### src/rtl/fetch_buffer.sv
// Fetch buffer: pairs imem responses with request PCs and queues them for decode.
// FETCH_BUF_PERF_EN adds saturating drop_cnt and stall_cnt outputs.
module fetch_buffer #(
  parameter int DEPTH = 4,
  parameter int XLEN  = 32
) (
  input  logic            clk,
  input  logic            reset,
  input  logic            flush,
  input  logic            req_fire,
  input  logic [XLEN-1:0] req_addr,
  input  logic            resp_valid,
  input  logic [XLEN-1:0] resp_data,
  output logic            resp_ready,
  output logic            fetch_allow,
  output logic            dec_valid,
  output logic [XLEN-1:0] dec_pc,
  output logic [XLEN-1:0] dec_instr,
`ifdef FETCH_BUF_PERF_EN
  output logic [15:0]     drop_cnt,
  output logic [15:0]     stall_cnt,
`endif
  input  logic            dec_ready
);

  localparam int AW = $clog2(DEPTH);
  localparam int CW = $clog2(DEPTH) + 1;

  logic [XLEN-1:0] pc_mem [DEPTH];
  logic [XLEN-1:0] in_mem [DEPTH];

  logic [CW-1:0]   count_q, count_d;
  logic [AW-1:0]   rd_q, rd_d;
  logic [AW-1:0]   wr_q, wr_d;
  logic            pend_q, pend_d;
  logic [XLEN-1:0] pend_pc_q, pend_pc_d;
  logic            drop_q, drop_d;

  logic resp_ok, full, push, pop, discard;
  logic [CW-1:0] occ;

  assign resp_ok = resp_valid & pend_q;
  assign full    = (count_q == CW'(DEPTH));
  assign push    = resp_ok & ~drop_q & ~flush & ~full;
  assign pop     = dec_valid & dec_ready & ~flush;
  assign discard = resp_ok & (drop_q | flush);

  assign resp_ready  = 1'b1;
  assign occ         = count_q + CW'(pend_q);
  assign fetch_allow = (occ < CW'(DEPTH));
  assign dec_valid   = (count_q != '0);
  assign dec_pc      = dec_valid ? pc_mem[rd_q] : '0;
  assign dec_instr   = dec_valid ? in_mem[rd_q] : '0;

  always_comb begin
    count_d   = count_q;
    rd_d      = rd_q;
    wr_d      = wr_q;
    pend_d    = pend_q;
    pend_pc_d = pend_pc_q;
    drop_d    = drop_q & ~resp_ok;
    if (resp_ok)
      pend_d = 1'b0;
    if (req_fire) begin
      pend_d    = 1'b1;
      pend_pc_d = req_addr;
    end
    if (flush) begin
      count_d = '0;
      rd_d    = '0;
      wr_d    = '0;
      // whatever is still outstanding after this edge is stale
      drop_d  = drop_d | req_fire | (pend_q & ~resp_valid);
    end else begin
      if (push)
        wr_d = wr_q + AW'(1);
      if (pop)
        rd_d = rd_q + AW'(1);
      unique case ({push, pop})
        2'b10:   count_d = count_q + CW'(1);
        2'b01:   count_d = count_q - CW'(1);
        default: count_d = count_q;
      endcase
    end
  end

  always_ff @(posedge clk) begin
    if (reset) begin
      count_q   <= '0;
      rd_q      <= '0;
      wr_q      <= '0;
      pend_q    <= 1'b0;
      pend_pc_q <= '0;
      drop_q    <= 1'b0;
    end else begin
      count_q   <= count_d;
      rd_q      <= rd_d;
      wr_q      <= wr_d;
      pend_q    <= pend_d;
      pend_pc_q <= pend_pc_d;
      drop_q    <= drop_d;
    end
  end

  always_ff @(posedge clk) begin
    if (push) begin
      pc_mem[wr_q] <= pend_pc_q;
      in_mem[wr_q] <= resp_data;
    end
  end

`ifdef FETCH_BUF_PERF_EN
  logic [15:0] drop_cnt_q, stall_cnt_q;
  logic [15:0] drop_cnt_d, stall_cnt_d;

  always_comb begin
    drop_cnt_d  = drop_cnt_q;
    stall_cnt_d = stall_cnt_q;
    if (discard && drop_cnt_q != 16'hFFFF)
      drop_cnt_d = drop_cnt_q + 16'd1;
    if (dec_valid && !dec_ready && stall_cnt_q != 16'hFFFF)
      stall_cnt_d = stall_cnt_q + 16'd1;
  end

  always_ff @(posedge clk) begin
    if (reset) begin
      drop_cnt_q  <= '0;
      stall_cnt_q <= '0;
    end else begin
      drop_cnt_q  <= drop_cnt_d;
      stall_cnt_q <= stall_cnt_d;
    end
  end

  assign drop_cnt  = drop_cnt_q;
  assign stall_cnt = stall_cnt_q;
`else
  logic unused_discard;
  assign unused_discard = discard;
`endif

endmodule

### config.mk
export PLATFORM = sky130hd
export DESIGN_NAME = fetch_buffer
export DESIGN_NICKNAME = d
export VERILOG_FILES = /design/src/rtl/fetch_buffer.sv
export SDC_FILE = /design/constraint.sdc
export NUM_CORES = 1
export LEC_CHECK = 0
export ABC_AREA = 1
export ABC_CLOCK_PERIOD_IN_PS = 5400
export BUFFER_PORTS_ARGS = -buffer_cell sky130_fd_sc_hd__clkbuf_2
export CAP_MARGIN = 25
export CORE_MARGIN = 2
export CORE_UTILIZATION = 33
export CTS_BUF_LIST = sky130_fd_sc_hd__clkbuf_16
export CTS_CLUSTER_DIAMETER = 200
export DETAILED_ROUTE_END_ITERATION = 8
export HOLD_SLACK_MARGIN = 0.15
export MAX_ROUTING_LAYER = met4
export PLACE_DENSITY_LB_ADDON = 0.15
export RECOVER_POWER = 50
export REMOVE_ABC_BUFFERS = 1
export SETUP_SLACK_MARGIN = 0.4
export SLEW_MARGIN = 20
export SYNTH_ARGS = -nofsm -noshare
export SYNTH_HDL_FRONTEND = slang
export SYNTH_SLANG_ARGS = --single-unit
export TNS_END_PERCENT = 100
### constraint.sdc
create_clock -name clk -period 5.4 [get_ports clk]
set_clock_uncertainty 0.1 [all_clocks]
set_input_delay 0.81 -clock clk [delete_from_list [all_inputs] [get_ports clk]]
set_output_delay 0.81 -clock clk [all_outputs]
set_load 0.01 [all_outputs]
==> metrics.md <==
| Metric | Value |
|---|---|
| Chip Height | 191.6 um |
| Dpl ws | 1.327 ns |
| Most frequent cells in the layout | 330 x nor2_1, 256 x edfxtp_1, 154 x o21ai_0 |
| Largest net degree at the start of global routing | 108 |
| Netlist cell types | 20 |
| Worst reg2reg path depth | 6 |
| Num CTS Buffers | 34 |
| Setup-failing EPs final | 0 |
| Layout cells sized above 1 | 14.40% |
| Routed via count | 7482 |
| Clk buf depth | 3 |
| CTS sink cnt | 299 |
| Root buf cell | clkbuf_16 |
| Max_cap viols | 3 |
| Resized Gates After CTS | 0 |
| Final cell count without fillers | 1596 |
| Row count | 68 |
| Initial antenna violation count | 0 |
| Core area | 0.03463 sq mm |
| Failing checks | capacitance limit, slew limit |
| Post-DP HPWL | 16760 um |
| DRC viols | 0 |
| Number of global-route vias before repair | 7425 |
| Post-route clock period utilization | 81.44% |
| Crit-path max FO | 65 |
| Total gr overflow | 0 |
| Setup TNS | 0 ns |
| Flops & latches, synth | 299 |
| PortBufs | 135 |
| Worst setup path category | flop to output pin |
| Filler Cell Count | 3357 |
| Gp weighted congestion | 0.7002 |
| Clock period minus worst slack | 4.398 ns |
| Status | finished with violations |
| WL/cell | 18.62 um |
| Average cell area after synthesis | 11.80 sq um |
| Total power | 4.871 mW |
| DR vias/cell | 4.688 |
| Die width | 191.6 um |
| I/O Pins | 137 |
| Post-CTS setup buffer count | 0 |
| P_leak | 4.995 nW |
| Clock latency on the worst-skew pair | 0.51 ns |
| GRT Total Usage | 16.70% |
| Number of instances in the placed design | 1529 |
| Relative slew slack | -15.86% |
| Die ar. | 0.03671 sq mm |
| Maximum VDD drop | 0.0002035 V |
| CTS tree | built |
| Mapped cell area | 0.01161 sq mm |
| Post-CTS Hold Fix Bufs | 0 |
| Final WL | 29720 um |
| H-tree levels | 2 |
| Initial core utilization | 33.54% |
| Hold WC Path Type | flop to flop |
| Worst-Margin Slew | 1.738 ns |
| RSZ-0062 raised after global routing | no |
| Critical Path RT | 4.49 ns |
| Layout Area Growth over Synthesis | 18.47% |
| Fin nets | 1189 |
| Initial DRC Count | 469 |
| Synthesized instance count | 984 |
| Pins Over Slew Limit | 88 |
| F_max | 227.4 MHz |
| Antenna Nets Post-Route | 0 |
| Post-synthesis sequential area ratio | 73.60% |
| Yosys warns | 0 |
| Final hold violation count | 0 |
| Fin util | 39.74% |
| Arr. time, crit path | 3.49 ns |
| First-pass GRT wire length | 45050 um |
| Final WS setup | 1.002 ns |
| PwrDens | 354.0 mW/mm^2 |
| Worst hold path depth | 2 |
| Clock Pin Slew Worst Setup and Hold Paths | 0.06 ns |
| Drt pass-1 iters | 5 |
| Worst setup EP type | output pin |
| Most common cell after layout, fill and taps aside | nor2_1 |
| CP startpoint kind | flop |
==> power breakdown <==
part	internal (mW)	switching [mW]	leakage, nW
clock	1.27	0.906	0.569
sequential	2.54	0.0249	2.71
combinational	0.0413	0.0901	1.72
total	3.85	1.02	5.00
==> registers in the layout (all words and copies together) (netlist names), named ones only <==
name	count
wr_q	2
pc_mem	128
rd_q	2
pend_q	1
count_q	3
in_mem	128
drop_q	1
pend_pc_q	32
==> area by class of cell <==
type	instances	area [sq um]	share of cell area [%]
Sequential cell	299	8556	62.17
Multi-Input combinational cell	602	2649	19.25
Clock buffer	35	875.8	6.365
Timing Repair Buffer	150	822.0	5.974
Tap cell	455	569.3	4.137
Clock inverter	27	182.7	1.328
Inverter	26	101.3	0.7365
Antenna cell	2	5.005	0.03637
==> worst paths after layout <==
| kind | endpoint | slack [ns] | from |
|---|---|---|---|
| setup / recovery | dec_pc[26] | 1.00 | flop |
| hold / removal | drop_q$_SDFF_PP0_ | 0.37 | drop_q$_SDFF_PP0_ |
| setup reg to reg | in_mem[3][26]$_DFFE_PP_ | 2.23 | pend_q$_SDFFE_PP0P_ |
| hold reg to reg | drop_q$_SDFF_PP0_ | 0.37 | drop_q$_SDFF_PP0_ |
==> layer usage <==
layer	track usage [%]	vias up	part of all wire, %	routed length (um)
met5	-	-	0	0
met4	3.580	0	1.3	391
met3	2.905	28	5.4	1603
met2	24.72	181	44	13130
met1	24.10	3599	49	14590
li1	-	3674	-	-
==> worst max-delay path, stage by stage, from the launching register on <==
cell and delay, ns:
dfxtp_4 0.93, clkinv_2 0.84, buf_4 0.52, nor2_1 0.13
o21ai_0 0.09, a21oi_1 0.26, clkbuf_2 0.19
==> cells in the mapped netlist, drive strengths merged <==
cell type	instances	area (sq um)
buf	39	275.3
inv	26	97.59
nor2	333	1250
o21ai	162	810.8
xor2	1	8.760
dfxtp	43	860.8
conb	1	3.750
clkbuf	18	67.56
ha	5	62.56
nand2	21	78.83
a21oi	70	350.3
fa	1	20.02
edfxtp	256	7687
nand3	7	35.03
nand4	1	6.260
==> through the flow <==
stage	cell area, sq um	hold slack (ns)
after floorplan	11270	0.3471
after global placement	12640	0.3622
after detailed placement	12670	0.3623
after CTS	13730	0.3729
after global routing	13760	0.3728
final	13760	0.3722
==> cell families (layout without fill, tap and decap cells) <==
| kind of cell | after synthesis | after routing | synth area share (%) |
|---|---|---|---|
| and+or+nand+nor | 362 | 362 | 11.80 |
| DFF | 299 | 299 | 73.60 |
| AOI/OAI and AO/OA | 232 | 232 | 9.997 |
| buffers and inverters | 83 | 238 | 3.792 |
| adders and majority gates | 6 | 6 | 0.7110 |
| other | 1 | 3 | 0.03229 |
| xor gates and xnor gates | 1 | 1 | 0.07542 |
Power figures use the tool's default switching activity.
